### config.mk
export PLATFORM = sky130hd
export DESIGN_NAME = hlsm_initiator_flat
export DESIGN_NICKNAME = d
export VERILOG_FILES = /design/src/rtl/hlsm_pkg.sv /design/src/rtl/hlsm_initiator_if.sv /design/src/rtl/hlsm_timeout_ctr.sv /design/src/rtl/hlsm_initiator.sv /design/src/flat_wrapper.sv
export SDC_FILE = /design/constraint.sdc
export NUM_CORES = 1
export LEC_CHECK = 0
export ABC_AREA = 1
export BUFFER_PORTS_ARGS = -buffer_cell sky130_fd_sc_hd__buf_2
export CAP_MARGIN = 15
export CORE_AREA = 2 2 179 181
export DETAILED_ROUTE_END_ITERATION = 16
export DIE_AREA = 0 0 181 183
export PLACE_DENSITY_LB_ADDON = 0.08
export SLEW_MARGIN = 20
export SYNTH_ARGS = -nofsm -noshare
export SYNTH_HDL_FRONTEND = slang
export SYNTH_HIERARCHICAL = 1
export SYNTH_SLANG_ARGS = --single-unit
### constraint.sdc
create_clock -name Clk -period 2 [get_ports Clk]
set_input_delay 0.4 -clock Clk [delete_from_list [all_inputs] [get_ports Clk]]
set_output_delay 0.4 -clock Clk [all_outputs]
set_load 0.005 [all_outputs]
### src/rtl/hlsm_pkg.sv
// hlsm_pkg
//   Shared definitions for the HLSM initiator slice: controller state
//   encoding and the default width / watchdog limit used by the
//   initiator, its responder-bus interface and the watchdog counter.
package hlsm_pkg;

  // Controller states of the initiator
  typedef enum logic [1:0] {
    IDLE      = 2'd0,
    LAUNCH    = 2'd1,
    WAIT_DONE = 2'd2,
    RESULT    = 2'd3
  } hlsm_state_e;

  localparam int HLSM_DEFAULT_W              = 32;
  localparam int HLSM_DEFAULT_TIMEOUT_CYCLES = 64;

endpackage

### src/rtl/hlsm_initiator_if.sv
// hlsm_initiator_if
//   Bus between the HLSM initiator and the HLSM responder.
//   Start        : launch pulse, initiator -> responder
//   a/b/c/seven/nine : operands, initiator -> responder (W bits each)
//   Done         : completion flag, responder -> initiator
//   z/x          : results, responder -> initiator (W bits each)
//   Modports: master (initiator side), slave (responder side).
interface hlsm_initiator_if
  import hlsm_pkg::*;
#(
  parameter int W = HLSM_DEFAULT_W
) ();

  logic         Start;
  logic         Done;
  logic [W-1:0] a;
  logic [W-1:0] b;
  logic [W-1:0] c;
  logic [W-1:0] seven;
  logic [W-1:0] nine;
  logic [W-1:0] z;
  logic [W-1:0] x;

  modport master (
    output Start, a, b, c, seven, nine,
    input  Done, z, x
  );

  modport slave (
    input  Start, a, b, c, seven, nine,
    output Done, z, x
  );

endinterface

### src/rtl/hlsm_timeout_ctr.sv
// hlsm_timeout_ctr
//   Watchdog counter for the Done wait. Cleared to zero by 'clear',
//   advances once per cycle while 'enable' is high, and raises
//   'expired' in the LIMIT-th enabled cycle after a clear (count has
//   reached LIMIT-1). The count parks there until the next clear.
//   Ports: Clk, Rst (sync, active-high), clear, enable, expired.
module hlsm_timeout_ctr
  import hlsm_pkg::*;
#(
  parameter int LIMIT = HLSM_DEFAULT_TIMEOUT_CYCLES
) (
  input  logic Clk,
  input  logic Rst,
  input  logic clear,
  input  logic enable,
  output logic expired
);

  localparam int CW = (LIMIT > 1) ? $clog2(LIMIT) : 1;
  localparam logic [CW-1:0] LAST = CW'(LIMIT - 1);

  logic [CW-1:0] count;

  // Count cycles spent waiting; saturate at the last value so expiry
  // stays asserted rather than wrapping around.
  always_ff @(posedge Clk) begin
    if (Rst || clear) begin
      count <= '0;
    end else if (enable && (count != LAST)) begin
      count <= count + CW'(1);
    end
  end

  assign expired = (count == LAST);

endmodule

### src/rtl/hlsm_initiator.sv
// hlsm_initiator
//   Accepts one job at a time, launches the HLSM responder with a
//   one-cycle Start pulse, waits for a fresh rising edge of Done,
//   captures z/x and holds them until the consumer takes them.
//   Ports:
//     Clk, Rst                 : clock, synchronous active-high reset
//     job_valid/job_ready      : job handshake
//     job_a..job_nine          : job operands (W bits)
//     bus (master)             : responder bus (Start, operands, Done, z, x)
//     res_valid/res_ready      : result handshake
//     res_z, res_x, res_err    : captured results, timeout flag
//   Build option: define HLSM_TIMEOUT_EN to add a Done watchdog of
//   TIMEOUT_CYCLES cycles; without it res_err is always 0 and the
//   controller waits for Done indefinitely.
module hlsm_initiator
  import hlsm_pkg::*;
#(
  parameter int W              = HLSM_DEFAULT_W,
  parameter int TIMEOUT_CYCLES = HLSM_DEFAULT_TIMEOUT_CYCLES
) (
  input  logic              Clk,
  input  logic              Rst,
  input  logic              job_valid,
  output logic              job_ready,
  input  logic [W-1:0]      job_a,
  input  logic [W-1:0]      job_b,
  input  logic [W-1:0]      job_c,
  input  logic [W-1:0]      job_seven,
  input  logic [W-1:0]      job_nine,
  hlsm_initiator_if.master  bus,
  output logic              res_valid,
  input  logic              res_ready,
  output logic [W-1:0]      res_z,
  output logic [W-1:0]      res_x,
  output logic              res_err
);

  if (TIMEOUT_CYCLES < 1) begin : g_bad_timeout
    $error("hlsm_initiator: TIMEOUT_CYCLES must be at least 1");
  end

  hlsm_state_e  state;
  hlsm_state_e  state_next;

  logic         accept;
  logic         done_q;
  logic         done_rise;
  logic         complete;
  logic         expire;

  logic [W-1:0] op_a;
  logic [W-1:0] op_b;
  logic [W-1:0] op_c;
  logic [W-1:0] op_seven;
  logic [W-1:0] op_nine;

  assign accept    = job_valid && job_ready;
  // Only a fresh edge completes a job: a Done level left high by the
  // previous job must not finish the next one.
  assign done_rise = bus.Done && !done_q;
  assign complete  = (state == WAIT_DONE) && done_rise;

`ifdef HLSM_TIMEOUT_EN
  logic to_expired;

  // Clearing during LAUNCH makes the count start at zero on the first
  // WAIT_DONE cycle.
  hlsm_timeout_ctr #(
    .LIMIT (TIMEOUT_CYCLES)
  ) u_timeout (
    .Clk     (Clk),
    .Rst     (Rst),
    .clear   (state == LAUNCH),
    .enable  (state == WAIT_DONE),
    .expired (to_expired)
  );

  assign expire = (state == WAIT_DONE) && to_expired;
`else
  assign expire = 1'b0;
`endif

  // State register
  always_ff @(posedge Clk) begin
    if (Rst) begin
      state <= IDLE;
    end else begin
      state <= state_next;
    end
  end

  // Next-state and handshake outputs. A completion seen in the same
  // cycle as expiry wins because the result path checks it first.
  always_comb begin
    state_next = state;
    job_ready  = 1'b0;
    bus.Start  = 1'b0;
    res_valid  = 1'b0;
    case (state)
      IDLE: begin
        job_ready = !Rst;
        if (accept) begin
          state_next = LAUNCH;
        end
      end
      LAUNCH: begin
        bus.Start  = 1'b1;
        state_next = WAIT_DONE;
      end
      WAIT_DONE: begin
        if (complete || expire) begin
          state_next = RESULT;
        end
      end
      RESULT: begin
        res_valid = 1'b1;
        if (res_ready) begin
          state_next = IDLE;
        end
      end
      default: state_next = IDLE;
    endcase
  end

  // Operands change only on job accept, so they stay put for the whole
  // launch and wait.
  always_ff @(posedge Clk) begin
    if (Rst) begin
      op_a     <= '0;
      op_b     <= '0;
      op_c     <= '0;
      op_seven <= '0;
      op_nine  <= '0;
    end else if (accept) begin
      op_a     <= job_a;
      op_b     <= job_b;
      op_c     <= job_c;
      op_seven <= job_seven;
      op_nine  <= job_nine;
    end
  end

  assign bus.a     = op_a;
  assign bus.b     = op_b;
  assign bus.c     = op_c;
  assign bus.seven = op_seven;
  assign bus.nine  = op_nine;

  // Previous-cycle Done, for edge detection
  always_ff @(posedge Clk) begin
    if (Rst) begin
      done_q <= 1'b0;
    end else begin
      done_q <= bus.Done;
    end
  end

  // Result capture: responder values on completion, zeros on expiry
  always_ff @(posedge Clk) begin
    if (Rst) begin
      res_z <= '0;
      res_x <= '0;
    end else if (complete) begin
      res_z <= bus.z;
      res_x <= bus.x;
    end else if (expire) begin
      res_z <= '0;
      res_x <= '0;
    end
  end

`ifdef HLSM_TIMEOUT_EN
  // Error flag marks a result produced by the watchdog
  always_ff @(posedge Clk) begin
    if (Rst) begin
      res_err <= 1'b0;
    end else if (complete) begin
      res_err <= 1'b0;
    end else if (expire) begin
      res_err <= 1'b1;
    end
  end
`else
  assign res_err = 1'b0;
`endif

endmodule

### src/flat_wrapper.sv
// flat-port wrapper written by rule: the top's interface ports become plain ports
module hlsm_initiator_flat import hlsm_pkg::*;
#(
  parameter int W              = HLSM_DEFAULT_W,
  parameter int TIMEOUT_CYCLES = HLSM_DEFAULT_TIMEOUT_CYCLES
)
  (Clk, Rst, job_valid, job_ready, job_a, job_b, job_c, job_seven, job_nine, res_valid, res_ready, res_z, res_x, res_err, bus_Start, bus_a, bus_b, bus_c, bus_seven, bus_nine, bus_Done, bus_z, bus_x);
  hlsm_initiator_if #(.W(W)) bus_i ();
  input  logic Clk;
  input  logic Rst;
  input  logic job_valid;
  output logic job_ready;
  input  logic [W-1:0] job_a;
  input  logic [W-1:0] job_b;
  input  logic [W-1:0] job_c;
  input  logic [W-1:0] job_seven;
  input  logic [W-1:0] job_nine;
  output logic res_valid;
  input  logic res_ready;
  output logic [W-1:0] res_z;
  output logic [W-1:0] res_x;
  output logic res_err;
  output wire logic [$bits(bus_i.Start)-1:0] bus_Start;
  output wire logic [$bits(bus_i.a)-1:0] bus_a;
  output wire logic [$bits(bus_i.b)-1:0] bus_b;
  output wire logic [$bits(bus_i.c)-1:0] bus_c;
  output wire logic [$bits(bus_i.seven)-1:0] bus_seven;
  output wire logic [$bits(bus_i.nine)-1:0] bus_nine;
  input wire logic [$bits(bus_i.Done)-1:0] bus_Done;
  input wire logic [$bits(bus_i.z)-1:0] bus_z;
  input wire logic [$bits(bus_i.x)-1:0] bus_x;
  assign bus_Start = bus_i.Start;
  assign bus_a = bus_i.a;
  assign bus_b = bus_i.b;
  assign bus_c = bus_i.c;
  assign bus_seven = bus_i.seven;
  assign bus_nine = bus_i.nine;
  assign bus_i.Done = bus_Done;
  assign bus_i.z = bus_z;
  assign bus_i.x = bus_x;
  hlsm_initiator #(.W(W), .TIMEOUT_CYCLES(TIMEOUT_CYCLES)) u_core (.Clk(Clk), .Rst(Rst), .job_valid(job_valid), .job_ready(job_ready), .job_a(job_a), .job_b(job_b), .job_c(job_c), .job_seven(job_seven), .job_nine(job_nine), .bus(bus_i), .res_valid(res_valid), .res_ready(res_ready), .res_z(res_z), .res_x(res_x), .res_err(res_err));
endmodule
==> results by group <==
Setup path
  • Most used cell, CP: inv_2
  • WP buf/inv: 4
  • Critical Path End Type: output port
  • Worst reg2reg path endpoint: u_core/bus.nine[10]$_SDFFE_PP0P_
  • CP required: 1.60 ns
  • WS Path Type: reg2out
  • CP max stage delay: 0.33 ns
  • CP endpoint: job_ready
  • Critical path startpoint category: flip-flop
  • Worst path depth: 6
  • R2R cell count: 9
  • CP cell instances: inv_2 -> ha_2 -> inv_2 -> nor2_4 -> buf_12 -> buf_2
  • Worst R2R Start: u_core/state[0]$_SDFFE_PP0P_
  • CP Max Fanout: 5
  • Critical path startpoint: u_core/state[0]$_SDFFE_PP0P_
  • Family with the most delay on the worst path: buffers and inverters
  • Slowest CP cell: dfxtp_2
  • R2r setup slk: 0.28 ns
  • Critical path arrival: 1.51 ns

STA
  • Fin. max-slew vios: 0
  • Slew Limit Headroom: 57.2%
  • Tmin final: 1.91 ns
  • Final Setup Violations: 0
  • Peak Freq: about 0.52 GHz
  • RSZ-0062 raised after global routing: no
  • Final hold violation count: 0
  • Worst slew pin tran: 0.642 ns
  • Final Skew: 0.0105 ns
  • Fin crit share: a little over nine tenths
  • Setup TNS: 0 ns

Floorplanning
  • Initial Utilization: about a quarter
  • Die Span X: 181 um
  • Core ar.: between 30,000 and 40,000 um2
  • Die height: between 150 and 200 um
  • FP Rows: 65
  • Die outline area: approximately 33,000 um2
  • Io pins: 457

Place
  • Post-DP HPWL: 20.7 mm
  • # port buffers: 455
  • GP Congestion: 0.749

CTS
  • H-tree levels: 1
  • TritonCTS Buffers: 28
  • Hold Buf Count CTS: 0
  • Max Root-Sink Buffers: 3
  • Reg clk slew, reported paths: 0.06 ns
  • Clk_lat worst skew: 0.53 ns
  • CTS root buf: clkbuf_16
  • CTS tree: done
  • Clock sink count: approximately 230

Drt
  • Vias: 8,361
  • Residual DRC: 0
  • Post-DRT Antenna Nets: 0
  • Final wirelength: ~30 mm
  • Initial drt markers: 300
  • First-pass DRT Iterations: 4
  • WL/cell: ~16 um
  • DR vias/cell: ~4.5

Yosys
  • EDFF count, synth: 0
  • Library cells used by synthesis: 17
  • Area leader, netlist: dfxtp_1
  • Post-synth ARST share: 0%
  • Synthesized area per cell: roughly 8.0 um2
  • Yosys reg bits: 227
  • Syn Inst Count: slightly above 1,000
  • Synthesis Warnings: 6
  • Syn Nets: approximately 1,300
  • Sequential area share after synthesis: about 55%
  • Top area cells in the synthesized netlist: dfxtp_1 55%, nand3_1 20%, nand2_1 7.6%
  • Synth Cell Area: around 8200 um2
  • Area share of the largest cell type after synthesis: around 55%
  • Most used DFF post-synth: dfxtp_1

Cells and area
  • Final core area utilization: between 30% and 40%
  • Most common cell after layout, fill and taps aside: buf_2
  • Final net count: 1,675
  • Register area: 4550 um2
  • Share of layout cells above drive strength 1: 35.9%
  • Most frequent cells in the layout: 454 x buf_2, 320 x nand3_1, 225 x dfxtp_1, 166 x nand2_1, 69 x inv_1
  • Area of the multi-input gates: 3020 um2
  • Area growth from synthesis to layout: 44.0%
  • # fillers: around 3,400

Global routing
  • Vias in the first global route: 8,092
  • First-pass GRT wire length: ~46 mm
  • Maximum number of pins on one net before global-route repair: 131
  • Grt ovf: 0
  • Antenna violations before repair: 7
  • Total GRT Usage: between 10% and 20%

Power
  • VDD IR max: 0.656 mV
  • Total Power: 0.0140 W
  • Leakage power figure: approximately 6.2 nW
  • Power per Cell Area: 1180 nW/um2

Worst hold path
  • Worst min path class: in2reg

Run
  • MaxCap Viol Count: 0

Outcome
  • Status: finished, final reports clean
-- where the power goes --
part           leakage (nW)  switching, W  internal (W)
Clock                 0.409       0.00189       0.00280
Combinational          3.93       0.00201       0.00149
Sequential             1.86      0.000402       0.00538
Total                  6.20       0.00430       0.00967
-- cell type report --
cell class / count / share of cell area (%)
flip-flops and latches: 227 / 38.4
multi-input cells: 634 / 25.5
diodes: 7 / 0.148
inverters: 73 / 2.35
repair buffers: 477 / 22.3
clock buffers: 44 / 7.02
well taps: 402 / 4.24
clock inverters: 1 / 0.0422
-- routing by layer --
metal  share of wire, %  global-route usage, %
met3                7.7                   5.14
met2                 49                   30.0
met4                2.5                   6.05
met5                  0                      0
met1                 41                   20.2
-- cells by family after synthesis --
kind of cell	share of synthesized area [%]
and+or+nand+nor	27.8
DFF	55.2
buffers and inverters	8.27
AOI/OAI and AO/OA	7.91
adders and majority gates	0.760
other	0.0456
-- cell usage after synthesis (2+ instances only) --
cell,count
buf_4,3
clkbuf_1,45
o21ai_0,65
nand3_1,321
nand2_1,166
buf_2,40
a21oi_1,65
ha_1,5
buf_1,4
dfxtp_1,227
nand4_1,2
inv_1,72
nor2_1,7
-- what timing repair did --
item | CTS | global route
endpoints found under the setup margin | 1 | 1
resized for setup | 5 | 1
pin swaps | 1 | 1
buffers inserted | 2 | 0
cloned | 1 | 0
hold endpoints to repair | 0 | 0
-- flip-flops by register name, indices dropped and copies added (netlist names) --
signal	cells
u_core/bus.a	32
u_core/bus.nine	32
u_core/bus.b	32
u_core/bus.c	32
u_core/res_z	32
u_core/bus.seven	32
u_core/done_q	1
u_core/state	2
u_core/res_x	32
-- worst register-to-register path: stages (launching register included) --
cell	delay, ns
dfxtp_2	0.33
inv_2	0.07
ha_2	0.18
inv_2	0.05
nor2_4	0.10
buf_12	0.13
buf_4	0.26
buf_12	0.30
nand3_1	0.16
nand2_1	0.09
-- through the flow --
| step | std cells | setup slack [ns] | cell area [um2] | hold slack [ns] |
|---|---|---|---|---|
| after CTS | 1858 | 0.000643 | 11800 | 0.0549 |
| after detailed placement | 1810 | 0.327 | 10900 | 0.431 |
| after floorplan | 1026 | 0.540 | 8230 | 0.440 |
| after global placement | 1810 | 0.352 | 10900 | 0.428 |
| after global routing | 1865 | 0.0213 | 11900 | 0.0635 |
| final | 1865 | 0.0948 | 11900 | 0.0807 |
-- worst min-delay path by stage --
stage                                       from                         endpoint  slack (ns)  depth (start not counted)
detailed placement  u_core/res_z[8]$_SDFFE_PP0P_     u_core/res_z[8]$_SDFFE_PP0P_        0.43                          2
global route                           job_c[29]    u_core/bus.c[29]$_SDFFE_PP0P_        0.06                          3
global placement    u_core/res_z[8]$_SDFFE_PP0P_     u_core/res_z[8]$_SDFFE_PP0P_        0.43                          2
floorplan           u_core/res_x[0]$_SDFFE_PP0P_     u_core/res_x[0]$_SDFFE_PP0P_        0.44                          2
CTS                                  job_nine[2]  u_core/bus.nine[2]$_SDFFE_PP0P_        0.05                          3
finish                               job_nine[2]  u_core/bus.nine[2]$_SDFFE_PP0P_        0.08                          3
No activity file was read; power rests on OpenSTA's default activity.
